### config.mk
export PLATFORM = sky130hd
export DESIGN_NAME = instruction_fetch_unit
export DESIGN_NICKNAME = d
export VERILOG_FILES = /design/src/rtl/instruction_fetch_unit_pkg.sv /design/src/rtl/instruction_fetch_unit_next_pc_calc.sv /design/src/rtl/instruction_fetch_unit.sv
export SDC_FILE = /design/constraint.sdc
export NUM_CORES = 1
export LEC_CHECK = 0
export CORE_MARGIN = 8
export CORE_UTILIZATION = 51
export DETAILED_ROUTE_END_ITERATION = 16
export GPL_ROUTABILITY_DRIVEN = 0
export HOLD_SLACK_MARGIN = 0.15
export PLACE_DENSITY_LB_ADDON = 0.1
export SLEW_MARGIN = 0
export SYNTH_ARGS = -nofsm -noshare
export SYNTH_HDL_FRONTEND = slang
export SYNTH_HIERARCHICAL = 1
export SYNTH_SLANG_ARGS = --single-unit
export TNS_END_PERCENT = 30
### constraint.sdc
create_clock -name Clock_i -period 7.1 [get_ports Clock_i]
set_clock_uncertainty 0.15 [all_clocks]
set_input_delay 1.42 -clock Clock_i [delete_from_list [all_inputs] [get_ports Clock_i]]
set_output_delay 1.42 -clock Clock_i [all_outputs]
set_load 0.02 [all_outputs]
### src/rtl/instruction_fetch_unit_pkg.sv
// Shared definitions for the instruction fetch front end.
// Holds the next-PC select encodings (also decoded by the control unit),
// the canonical NOP word and the fetch FSM state encodings.
package instruction_fetch_unit_pkg;

    // Next-PC select, as driven by the control unit
    typedef enum logic [1:0] {
        NPC_PC4  = 2'd0,
        NPC_B    = 2'd1,
        NPC_JAL  = 2'd2,
        NPC_JALR = 2'd3
    } npc_op_e;

    // addi x0, x0, 0
    localparam logic [31:0] NOP_INSTR = 32'h0000_0013;

    typedef enum logic [1:0] {
        ST_BOOT  = 2'd0,
        ST_FETCH = 2'd1,
        ST_HOLD  = 2'd2,
        ST_TRAP  = 2'd3
    } ifu_state_e;

    // Instruction addresses must be word aligned
    function automatic logic isMisaligned(input logic [31:0] addr);
        return addr[1:0] != 2'b00;
    endfunction

endpackage

### src/rtl/instruction_fetch_unit_next_pc_calc.sv
// Purely combinational next-PC selection plus misalignment detection.
// Ports:
//   Pc_i           current program counter
//   NpcOperation_i next-PC select (npc_op_e encoding)
//   BranchTaken_i  branch compare result, only meaningful for NPC_B
//   Immediate_i    sign-extended immediate
//   JalrTarget_i   rs1+imm from the ALU
//   NextPc_o       selected next PC (mod 2^32)
//   Misaligned_o   NextPc_o is not word aligned
module next_pc_calc
    import instruction_fetch_unit_pkg::*;
(
    input  logic [31:0] Pc_i,
    input  logic [1:0]  NpcOperation_i,
    input  logic        BranchTaken_i,
    input  logic [31:0] Immediate_i,
    input  logic [31:0] JalrTarget_i,
    output logic [31:0] NextPc_o,
    output logic        Misaligned_o
);

    logic [31:0] pcPlus4;
    logic [31:0] pcPlusImm;

    assign pcPlus4   = Pc_i + 32'd4;
    assign pcPlusImm = Pc_i + Immediate_i;

    // JALR clears bit 0 of the target; a not-taken branch falls through
    always_comb begin
        NextPc_o = pcPlus4;
        unique case (npc_op_e'(NpcOperation_i))
            NPC_PC4:  NextPc_o = pcPlus4;
            NPC_B:    NextPc_o = BranchTaken_i ? pcPlusImm : pcPlus4;
            NPC_JAL:  NextPc_o = pcPlusImm;
            NPC_JALR: NextPc_o = JalrTarget_i & ~32'h1;
            default:  NextPc_o = pcPlus4;
        endcase
    end

    assign Misaligned_o = isMisaligned(NextPc_o);

endmodule

### src/rtl/instruction_fetch_unit.sv
// Instruction fetch unit: owns the PC, fetches words from IROM over a
// request/valid handshake and holds the fetched instruction until execute
// accepts it with Advance.
// Ports:
//   Clock_i, Reset_i          clock, synchronous active-high reset
//   NpcOperation_i            next-PC select from the control unit
//   BranchTaken_i             branch compare result
//   Immediate_i, JalrTarget_i next-PC operands
//   Advance_i                 execute accepts the current instruction
//   IromRequest_o             fetch request
//   IromAddress_o             IROM word address (PC[IROM_AW+1:2])
//   IromValid_i, IromData_i   IROM response
//   Instruction_o             current instruction
//   InstructionValid_o        Instruction_o / ProgramCounter_o are valid
//   ProgramCounter_o          PC of the current instruction
//   PcPlus4_o                 ProgramCounter_o + 4
//   Misaligned_o              sticky misaligned-target flag
//   RetireCount_o             number of accepted Advances
module instruction_fetch_unit
    import instruction_fetch_unit_pkg::*;
#(
    parameter logic [31:0] RESET_PC = 32'h0000_0000,
    parameter int          IROM_AW  = 14
) (
    input  logic               Clock_i,
    input  logic               Reset_i,
    input  logic [1:0]         NpcOperation_i,
    input  logic               BranchTaken_i,
    input  logic [31:0]        Immediate_i,
    input  logic [31:0]        JalrTarget_i,
    input  logic               Advance_i,
    output logic               IromRequest_o,
    output logic [IROM_AW-1:0] IromAddress_o,
    input  logic               IromValid_i,
    input  logic [31:0]        IromData_i,
    output logic [31:0]        Instruction_o,
    output logic               InstructionValid_o,
    output logic [31:0]        ProgramCounter_o,
    output logic [31:0]        PcPlus4_o,
    output logic               Misaligned_o,
    output logic [31:0]        RetireCount_o
);

    ifu_state_e  state_q;
    logic [31:0] pc_q;
    logic [31:0] instr_q;
    logic        instrValid_q;
    logic        request_q;
    logic        misaligned_q;
    logic [31:0] retireCount_q;

    logic [31:0] nextPc_d;
    logic        nextMisaligned_d;

    next_pc_calc u_next_pc_calc (
        .Pc_i           (pc_q),
        .NpcOperation_i (NpcOperation_i),
        .BranchTaken_i  (BranchTaken_i),
        .Immediate_i    (Immediate_i),
        .JalrTarget_i   (JalrTarget_i),
        .NextPc_o       (nextPc_d),
        .Misaligned_o   (nextMisaligned_d)
    );

    // Fetch FSM. IromRequest is registered, so it is set on the edge that
    // enters FETCH and cleared on the edge that leaves it. BOOT ignores
    // IromValid so a response left over from before a reset is dropped.
    // A misaligned target keeps the old PC but still counts the retire.
    always_ff @(posedge Clock_i) begin
        if (Reset_i) begin
            state_q       <= ST_BOOT;
            pc_q          <= RESET_PC;
            instr_q       <= NOP_INSTR;
            instrValid_q  <= 1'b0;
            request_q     <= 1'b0;
            misaligned_q  <= 1'b0;
            retireCount_q <= 32'd0;
        end else begin
            unique case (state_q)
                ST_BOOT: begin
                    state_q   <= ST_FETCH;
                    request_q <= 1'b1;
                end
                ST_FETCH: begin
                    if (IromValid_i) begin
                        instr_q      <= IromData_i;
                        instrValid_q <= 1'b1;
                        request_q    <= 1'b0;
                        state_q      <= ST_HOLD;
                    end
                end
                ST_HOLD: begin
                    if (Advance_i) begin
                        instrValid_q  <= 1'b0;
                        retireCount_q <= retireCount_q + 32'd1;
                        if (nextMisaligned_d) begin
                            misaligned_q <= 1'b1;
                            state_q      <= ST_TRAP;
                        end else begin
                            pc_q      <= nextPc_d;
                            request_q <= 1'b1;
                            state_q   <= ST_FETCH;
                        end
                    end
                end
                ST_TRAP: begin
                    request_q    <= 1'b0;
                    instrValid_q <= 1'b0;
                end
                default: state_q <= ST_BOOT;
            endcase
        end
    end

    assign IromRequest_o      = request_q;
    assign IromAddress_o      = pc_q[IROM_AW+1:2];
    assign Instruction_o      = instr_q;
    assign InstructionValid_o = instrValid_q;
    assign ProgramCounter_o   = pc_q;
    assign PcPlus4_o          = pc_q + 32'd4;
    assign Misaligned_o       = misaligned_q;
    assign RetireCount_o      = retireCount_q;

endmodule

==> flow_summary_export.csv, run 1 <==
group,metric,value,unit
logic_synthesis,yosysSeqAreaShare,0.266,
sta,min_period,5.22,ns
sta,worst_pin_slew,1.15,ns
clocking,insertion_delay,0.35,ns
setup_path,critPathRequiredTime,5.53,ns
drt,wire_per_inst,17.7,um
logic_synthesis,async_reset_ff_frac,0,
setup_path,cp.arrival,3.65,ns
floorplan,core,0.0145,mm^2
setup_path,r2r_slack,3.69,ns
final_layout,final_cells,1412,
job,maxCapViolCount,0,
sta,fin_ws,1.88,ns
power,internal_power,0.00105,W
sta,final-setup-viol-count,0,
clocking,postCtsHoldBufs,0,
power,powerDensity,142,mW/mm^2
sta,finalCritPeriodShare,0.735,
floorplan,die-height,138,um
final_layout,fill_cells,1259,
place,dp_worst_setup_slack,2.31,ns
power,pwr-share-comb,0.206,
setup_path,cp-startpoint,"ProgramCounter_o[2]",
clocking,cts_resized,0,
floorplan,dieArea,0.0190,mm^2
status,status,"complete, no violations",
setup_path,path_cells,"ha_1 -> inv_1 -> nor4_1 -> nand4_1 -> nor2_1 -> xor2_1 -> clkdlybuf4s50_1",
sta,hold_viol_final,0,
drt,drt_iter0_markers,568,
final_layout,drive_above_1_share,0.0383,
logic_synthesis,synth-edff-count,0,
setup_path,cpPeakStageDelay,0.83,ns
drt,postRouteAntennaNets,0,
floorplan,num_io_pins,248,
sta,slew_headroom,0.231,
place,port_buffers,246,
clocking,clkSinkCount,101,
power,max-vdd-ir-drop,0.000190,V
drt,first_pass_iters,5,
drt,drc,0,
sta,rsz0062_at_grt,"false",
setup_path,cp_max_fo,15,
sta,drv_slew,0,
clocking,cts_root_buf,"clkbuf_16",
place,placed_area,0.0100,mm^2
setup_path,r2r-start,"ProgramCounter_o[2]",
power,power.switching,0.000423,W
power,p_leak,3.94,nW
global_routing,grt_pass1_vias,7508,
power,p_sw_frac,0.288,
place,place_inst,1395,
global_routing,grt_util_all_layers,0.256,
floorplan,die_w,138,um
global_routing,grt.overflow.total,0,
sta,fin_setup_tns,0,ns
global_routing,grt_first_pass_wirelength,39100,um
power,power_frac_clock,0.384,
setup_path,crit_type,"reg -> out",
drt,vias,8064,
setup_path,critPathSlowestCell,"nor4_1",
clocking,cts_made_buffers,9,
final_layout,stdcell_area,0.0103,mm^2
logic_synthesis,synth.area.top_cells,"dfxtp_1 27%, nand2_1 9.8%, a21oi_1 6.9%, xor2_1 6.8%, ha_1 6.4%",
logic_synthesis,synth.avg_cell_area,7.40,um^2
sta,clock.fmax,0.192,GHz
logic_synthesis,ys_types,71,
drt,wirelength,25000,um
clocking,htree_levels,3,
setup_path,r2r_cells,9,
setup_path,critPathCapture,"PcPlus4_o[26]",
logic_synthesis,netlist.area_leader.share,0.266,
setup_path,r2r-end,"ProgramCounter_o[28]",
min_path,hp-class,"reg -> reg",
floorplan,start_util,0.522,
logic_synthesis,syn_inst,1026,
logic_synthesis,synth_seq_cells,101,
logic_synthesis,syn_area,0.00759,mm^2
drt,vias_per_cell,5.71,
global_routing,grt_antenna_before_repair,1,
clocking,clockBufferDepth,2,
logic_synthesis,syn-num-nets,1169,
logic_synthesis,yosysWarningCount,6,
clocking,post-cts-setup-buffer-count,0,
floorplan,num_rows,44,
clocking,cts_tree,"done",
setup_path,start_kind,"flip-flop",
logic_synthesis,synth_flop_cell,"dfxtp_1",
logic_synthesis,synth_area_leader_cell,"dfxtp_1",
final_layout,final_nets,1365,
place,dp_hpwl,18400,um
global_routing,grt_max_degree,106,
setup_path,end_kind,"primary output",
power,power_frac_seq,0.411,
final_layout,area_growth,36.3,%
clocking,cts.clk_slew.worst_paths,0.07,ns
[routing by layer]
layer	track usage	wire length (um)
met1	0.308	10200
met2	0.419	12000
met3	0.0779	2100
met4	0.0979	776
met5	0	0
[worst min-delay path by stage]
stage | start | end | slack, ns | cells past startpoint
4_1_cts | Instruction_o[29] | Instruction_o[29] | 0.31 | 2
6_report | Instruction_o[30] | Instruction_o[30] | 0.30 | 2
2_1_floorplan | state_q[1] | state_q[1] | 0.35 | 2
3_5_place_dp | Instruction_o[29] | Instruction_o[29] | 0.30 | 2
3_3_place_gp | Instruction_o[18] | Instruction_o[18] | 0.29 | 2
5_1_grt | Instruction_o[9] | Instruction_o[9] | 0.32 | 2
[cell families (layout without fill, tap and decap cells)]
family	Yosys count	after routing	share of synthesized area
muxes	12	12	0.0163
DFF	101	101	0.266
AOI/OAI and AO/OA	237	237	0.195
xor gates and xnor gates	105	105	0.121
adders and majority gates	40	40	0.0670
and+or+nand+nor	444	444	0.282
buffers and inverters	87	288	0.0519
other	0	1	0
[power by group through the flow]
| stage | registers (W) | clock network, W | logic, W |
|---|---|---|---|
| finish | 0.000603 | 0.000563 | 0.000302 |
| global route | 0.000606 | 0.000593 | 0.000327 |
| CTS | 0.000603 | 0.000574 | 0.000301 |
| detailed placement | 0.000616 | 0 | 0.000299 |
| global placement | 0.000615 | 0 | 0.000297 |
| floorplan | 0.000637 | 0 | 0.000141 |
[registers in the layout (all words and copies together), names as in the netlist]
register            cells
Misaligned_o            1
Instruction_o          32
state_q                 2
RetireCount_o          32
ProgramCounter_o       32
IromRequest_o           1
InstructionValid_o      1
[metrics by stage]
stage / hold WS, ns / power (W) / utilization
6_report: 0.304 / 0.00147 / 0.711
4_1_cts: 0.306 / 0.00148 / 0.711
5_1_grt: 0.321 / 0.00153 / 0.711
3_3_place_gp: 0.290 / 0.000912 / 0.688
3_5_place_dp: 0.296 / 0.000915 / 0.688
2_1_floorplan: 0.348 / 0.000778 / -
[critical path, delay by kind of cell, from the launching register on]
family	cells	cell delay [ns]
simple gates	3	1.37
buf+inv	2	0.73
flops	1	0.67
fa+ha+maj	1	0.35
xor+xnor	1	0.17
[Yosys cell counts, types with 4 or more instances]
cell,n
xnor2_1,46
a211oi_1,7
nand4_1,28
nor2_1,82
nor3_1,17
a31oi_1,4
xor2_1,59
a21o_1,15
nand2_1,198
and4_1,10
inv_1,22
dfxtp_1,101
o31ai_1,5
a22oi_1,23
clkbuf_1,40
and3_1,10
nor4_1,4
nand3_1,55
mux2i_1,9
and2_1,6
o21ai_0,37
buf_1,5
o21bai_1,6
ha_1,39
a21oi_1,104
buf_4,17
nor2b_1,8
[layout make-up]
class | count | area (um^2) | area share
Antenna cell | 1 | 2.50 | 0.000242
Clock buffer | 10 | 229 | 0.0221
Clock inverter | 6 | 105 | 0.0102
Inverter | 22 | 82.6 | 0.00799
Multi-Input combinational cell | 838 | 5180 | 0.501
Sequential cell | 101 | 2020 | 0.196
Tap cell | 184 | 230 | 0.0223
Timing Repair Buffer | 250 | 2490 | 0.241
[placed cells by master, fill, tap and decap left out, types with 15 or more instances in the layout]
master           count
xor2_1              59
a21oi_1            103
a21o_1              15
dfxtp_1            101
a22oi_1             23
nor3_1              17
o21ai_0             37
nor2_1              81
inv_1               22
nand2_1            198
ha_1                39
xnor2_1             46
clkdlybuf4s50_1    245
nand4_1             28
nand3_1             55
Note: power is estimated with default switching activity, not from simulation.
==> run 2: changes to the inputs <==
--- a/config.mk
+++ b/config.mk
@@ -6,7 +6,7 @@
 export NUM_CORES = 1
 export LEC_CHECK = 0
 export CORE_MARGIN = 8
-export CORE_UTILIZATION = 51
+export CORE_UTILIZATION = 43
 export DETAILED_ROUTE_END_ITERATION = 16
 export GPL_ROUTABILITY_DRIVEN = 0
 export HOLD_SLACK_MARGIN = 0.15
==> constraint.sdc (replaced) <==
create_clock -name Clock_i -period 4.64 [get_ports Clock_i]
set_clock_uncertainty 0.15 [all_clocks]
set_input_delay 0.928 -clock Clock_i [delete_from_list [all_inputs] [get_ports Clock_i]]
set_output_delay 0.928 -clock Clock_i [all_outputs]
set_load 0.02 [all_outputs]
==> run 2 against run 1 <==
Against the previous run:
- critical path depth unchanged
- worst hold slack got worse by 0.00074 ns
- clock power increased by 42%
- sequential power increased by 53%
- combinational power increased by 56%
- power increased by 49%
- clock-buffer cell count decreased by 1
- sequential share of layout area decreased by 0.30 points
- final area increased by 1.5%
- via count decreased by 1.8%
- register-to-register slack got worse by 2.2 ns
- critical path type unchanged
- highest routed layer is now met5
==> flow_summary_export.csv, run 2 (same netlist as run 1, synthesis figures left out) <==
group,metric,value,unit
setup_path,cpPeakStageDelay,0.63,ns
clocking,cts.clk_slew.worst_paths,0.08,ns
power,p_sw_frac,0.294,
setup_path,r2r_slack,1.50,ns
sta,hold_slack,0.304,ns
setup_path,cp_max_fo,11,
setup_path,critPathRequiredTime,3.56,ns
clocking,clkSinkCount,101,
clocking,cts_made_buffers,9,
floorplan,die_w,149,um
floorplan,dieArea,0.0222,mm^2
power,max-vdd-ir-drop,0.000302,V
place,placed_area,0.0102,mm^2
sta,slew_headroom,0.215,
global_routing,grt.overflow.total,0,
drt,drt_iter0_markers,553,
power,internal_power,0.00155,W
setup_path,critPathCapture,"PcPlus4_o[31]",
sta,fin_setup_tns,0,ns
drt,met1_length,11300,um
setup_path,r2r-end,"ProgramCounter_o[28]",
global_routing,grt_util_all_layers,0.225,
drt,wirelength,25700,um
drt,postRouteAntennaNets,0,
clocking,post-cts-setup-buffer-count,0,
job,maxCapViolCount,0,
setup_path,critPathSlowestCell,"clkdlybuf4s50_1",
place,port_buffers,246,
setup_path,cp-startpoint,"ProgramCounter_o[11]",
power,pwr-share-comb,0.215,
sta,hold_viol_final,0,
floorplan,die-height,149,um
setup_path,cp.arrival,3.08,ns
setup_path,crit_type,"reg -> out",
drt,routed-wl-met3,1770,um
floorplan,start_util,0.439,
sta,worst_pin_slew,1.18,ns
final_layout,fin_util,0.607,
drt,top_layer,"met5",
global_routing,grt_max_degree,106,
clocking,cts_root_buf,"clkbuf_16",
setup_path,r2r_cells,11,
setup_path,r2r-start,"ProgramCounter_o[0]",
floorplan,num_rows,48,
clocking,clockBufferDepth,2,
final_layout,layout_commonest_cell,"clkdlybuf4s50_1",
final_layout,final_nets,1383,
floorplan,core,0.0173,mm^2
final_layout,final_cell_mix,"245 x clkdlybuf4s50_1, 198 x nand2_1, 103 x a21oi_1, 101 x dfxtp_1, 81 x nor2_1",
power,power_frac_clock,0.365,
power,power.switching,0.000644,W
sta,finalCritPeriodShare,0.897,
sta,final-setup-viol-count,0,
clocking,cts_tree,"done",
sta,drv_slew,0,
power,powerDensity,209,mW/mm^2
drt,first_pass_iters,5,
final_layout,drive_above_1_share,0.0523,
drt,vias,7919,
setup_path,end_kind,"primary output",
drt,drc,0,
floorplan,num_io_pins,248,
global_routing,grt_pass1_vias,7600,
final_layout,stdcell_area,0.0105,mm^2
sta,min_period,4.16,ns
sta,rsz0062_at_grt,"false",
drt,vias_per_cell,5.39,
global_routing,grt_antenna_before_repair,2,
drt,wire_per_inst,17.5,um
setup_path,path_cells,"buf_4 -> nand4_1 -> nor4_2 -> nand4_1 -> nor3_1 -> xor2_1 -> clkdlybuf4s50_1",
clocking,postCtsHoldBufs,0,
status,status,"complete, no violations",
global_routing,grt_first_pass_wirelength,40700,um
power,p_leak,4.02,nW
drt,wl_met2,12200,um
min_path,hp-class,"reg -> reg",
setup_path,cp_common_cell,"nand4_1",
clocking,insertion_delay,0.35,ns
sta,clock.fmax,0.240,GHz
power,power_frac_seq,0.420,
final_layout,area_growth,38.4,%
clocking,htree_levels,3,
place,dp_hpwl,19200,um
setup_path,start_kind,"flip-flop",
clocking,cts_resized,0,
==> run 2: cell count changes in the layout (fill, tap and decap cells not counted), sizes merged <==
cell | previous run | this run
clkbuf | 10 | 9
bufinv | 2 | 1
clkinvlp | 0 | 1
buf | 5 | 23
==> run 2: how the worst min path moves through the flow <==
stage / from / to / slack (ns) / depth (start not counted)
2_1_floorplan: state_q[1] / state_q[1] / 0.35 / 2
3_3_place_gp: Instruction_o[16] / Instruction_o[16] / 0.29 / 2
3_5_place_dp: Instruction_o[13] / Instruction_o[13] / 0.30 / 2
4_1_cts: Instruction_o[22] / Instruction_o[22] / 0.31 / 2
5_1_grt: Instruction_o[20] / Instruction_o[20] / 0.32 / 2
6_report: Instruction_o[19] / Instruction_o[19] / 0.30 / 2
==> run 2: power groups by stage <==
stage	Combinational (W)	Clock (W)	Sequential, W
4_1_cts	0.000472	0.000825	0.000920
3_5_place_dp	0.000468	0	0.000940
3_3_place_gp	0.000467	0	0.000939
6_report	0.000470	0.000800	0.000920
2_1_floorplan	0.000215	0	0.000975
5_1_grt	0.000513	0.000859	0.000924
==> run 2: area by class of cell <==
cell class | count | area [um^2]
antenna | 1 | 2.50
tap | 225 | 282
timing repair buffer | 268 | 2630
multi-input combinational | 838 | 5180
inverter | 22 | 82.6
fill | 1622 | 6800
clock inverter | 6 | 82.6
clock buffer | 9 | 225
sequential | 101 | 2020
==> run 2: critical path: cells and delay by family (launching register included) <==
| family | cells | cell delay [ns] |
|---|---|---|
| xor gates and xnor gates | 1 | 0.17 |
| buffers and inverters | 2 | 0.80 |
| DFF | 1 | 0.31 |
| and+or+nand+nor | 4 | 1.45 |
==> run 2: layer usage <==
layer,up-vias,GRT usage
met4,2,0.0586
met5,-,0
met3,27,0.0564
li1,4018,-
met2,227,0.375
met1,3645,0.283
==> run 2: stage by stage <==
step | power, W | instances | setup WS [ns]
finish | 0.00219 | 1470 | 0.478
global route | 0.00230 | 1470 | 0.266
CTS | 0.00222 | 1469 | 0.421
detailed placement | 0.00141 | 1454 | 0.537
global placement | 0.00141 | 1454 | 0.541
floorplan | 0.00119 | 1026 | 1.35
==> run 3: changes to the inputs <==
--- a/config.mk
+++ b/config.mk
@@ -9,6 +9,7 @@
 export CORE_UTILIZATION = 43
 export DETAILED_ROUTE_END_ITERATION = 16
 export GPL_ROUTABILITY_DRIVEN = 0
+export GPL_TIMING_DRIVEN = 0
 export HOLD_SLACK_MARGIN = 0.15
 export PLACE_DENSITY_LB_ADDON = 0.1
 export SLEW_MARGIN = 0
==> run 3 against run 2 <==
Against the previous run:
- die area unchanged
- flip-flop and latch count unchanged
- sequential power increased by 0.4%
- critical path type unchanged
- sequential share of layout area down 0.25 points
- core utilization is 0.86 points higher
- cell count increased by 3.1%
- final area grew 1.4%
==> flow_summary_export.csv, run 3 (same netlist as run 1, synthesis figures left out) <==
group,metric,value,unit
sta,hold_viol_final,0,
final_layout,fill_cells,1603,
global_routing,grt_max_degree,19,
setup_path,cp.arrival,3.33,ns
sta,clock.fmax,0.227,GHz
drt,first_pass_iters,7,
global_routing,grt_first_pass_wirelength,43700,um
final_layout,drive_above_1_share,0.0497,
floorplan,num_rows,48,
power,p_sw_frac,0.311,
power,powerDensity,206,mW/mm^2
sta,fin_setup_tns,0,ns
setup_path,crit_type,"reg -> out",
clocking,cts.clk_slew.worst_paths,0.08,ns
final_layout,multi_input_area,0.00519,mm^2
sta,finalCritPeriodShare,0.950,
place,dp_hpwl,21200,um
floorplan,die_w,149,um
sta,rsz0062_at_grt,"false",
power,pwr-share-comb,0.221,
drt,drt_iter0_markers,601,
clocking,clkSinkCount,101,
power,max-vdd-ir-drop,0.000197,V
floorplan,start_util,0.439,
setup_path,end_kind,"primary output",
drt,vias_per_cell,5.56,
drt,wire_per_inst,18.5,um
global_routing,grt.overflow.total,0,
drt,postRouteAntennaNets,0,
clocking,clockBufferDepth,2,
min_path,min_path_cells,2,
place,port_buffers,246,
status,status,"complete, no violations",
global_routing,grt_pass1_vias,8180,
power,internal_power,0.00151,W
drt,vias,8420,
floorplan,dieArea,0.0222,mm^2
power,power_frac_seq,0.422,
floorplan,die-height,149,um
clocking,post-cts-setup-buffer-count,0,
sta,slew_headroom,0.324,
clocking,cts_tree,"done",
sta,min_period,4.41,ns
power,power.switching,0.000681,W
global_routing,grt_antenna_before_repair,2,
clocking,insertion_delay,0.36,ns
final_layout,area_growth,40.3,%
setup_path,r2r_cells,9,
min_path,hp-class,"reg -> reg",
floorplan,num_io_pins,248,
final_layout,final_cell_mix,"246 x clkdlybuf4s50_1, 198 x nand2_1, 104 x a21oi_1, 99 x dfxtp_1, 82 x nor2_1",
clocking,cts_made_buffers,9,
final_layout,ff_latch_area,0.00202,mm^2
floorplan,core,0.0173,mm^2
drt,drc,0,
final_layout,layout_commonest_cell,"clkdlybuf4s50_1",
power,p_leak,4.08,nW
sta,drv_slew,0,
final_layout,fin_util,0.616,
setup_path,cp_max_fo,13,
global_routing,grt_util_all_layers,0.243,
sta,worst_pin_slew,1.00,ns
job,maxCapViolCount,0,
setup_path,critPathRequiredTime,3.56,ns
final_layout,final_nets,1426,
clocking,cts_root_buf,"clkbuf_16",
sta,final-setup-viol-count,0,
setup_path,start_kind,"flip-flop",
drt,wirelength,28100,um
clocking,htree_levels,3,
power,power_frac_clock,0.357,
run 3: power by group through the flow:
| stage | combinational [W] | clock (W) | sequential (W) |
|---|---|---|---|
| after floorplan | 0.000215 | 0 | 0.000975 |
| after global placement | 0.000476 | 0 | 0.000942 |
| after detailed placement | 0.000478 | 0 | 0.000944 |
| after CTS | 0.000482 | 0.000788 | 0.000923 |
| after global routing | 0.000525 | 0.000820 | 0.000928 |
| final | 0.000484 | 0.000782 | 0.000924 |
run 3: per-stage QoR:
step	total power [W]	hold slack (ns)	setup slack (ns)	instance area [um^2]	instances
2_1_floorplan	0.00119	0.348	1.35	7590	1026
6_report	0.00219	0.305	0.234	10600	1515
3_5_place_dp	0.00142	0.296	0.340	10300	1497
4_1_cts	0.00219	0.307	0.0369	10600	1513
5_1_grt	0.00227	0.330	0.113	10600	1514
3_3_place_gp	0.00142	0.291	0.354	10300	1497
run 3: worst max-delay path, stage by stage, from the launching register on:
cell and delay [ns]:
dfxtp_1 0.69, nand4_1 0.38, nor4_4 0.41, nand4_1 0.38
nor3_1 0.31, xor2_1 0.17, clkdlybuf4s50_1 0.62
run 3: area by class of cell:
type,count,share of cell area
clock buffers,10,0.0224
well taps,225,0.0264
diodes,2,0.000470
flip-flops and latches,101,0.190
clock inverters,6,0.00517
multi-input cells,838,0.487
repair buffers,246,0.231
plain buffers,65,0.0293
inverters,22,0.00776
run 3: final timing paths:
path	from	endpoint	slack [ns]
max reg2reg	ProgramCounter_o[2]	ProgramCounter_o[28]	1.22
min	Instruction_o[19]	Instruction_o[19]	0.31
max	ProgramCounter_o[8]	PcPlus4_o[31]	0.23
min reg2reg	Instruction_o[19]	Instruction_o[19]	0.31
run 3: repair_timing:
action / in CTS / in global routing
hold buffers: 0 / 0
endpoints found under the setup margin: 3 / 6
pin swaps: 0 / 0
resized for setup: 1 / 3
run 3: routing by layer:
layer,vias to the layer above,wire length [um],global-route usage
li1,4107,-,-
met1,3925,12000,0.301
met2,332,13300,0.404
met3,54,2160,0.0573
met4,2,597,0.0848
met5,-,12,0
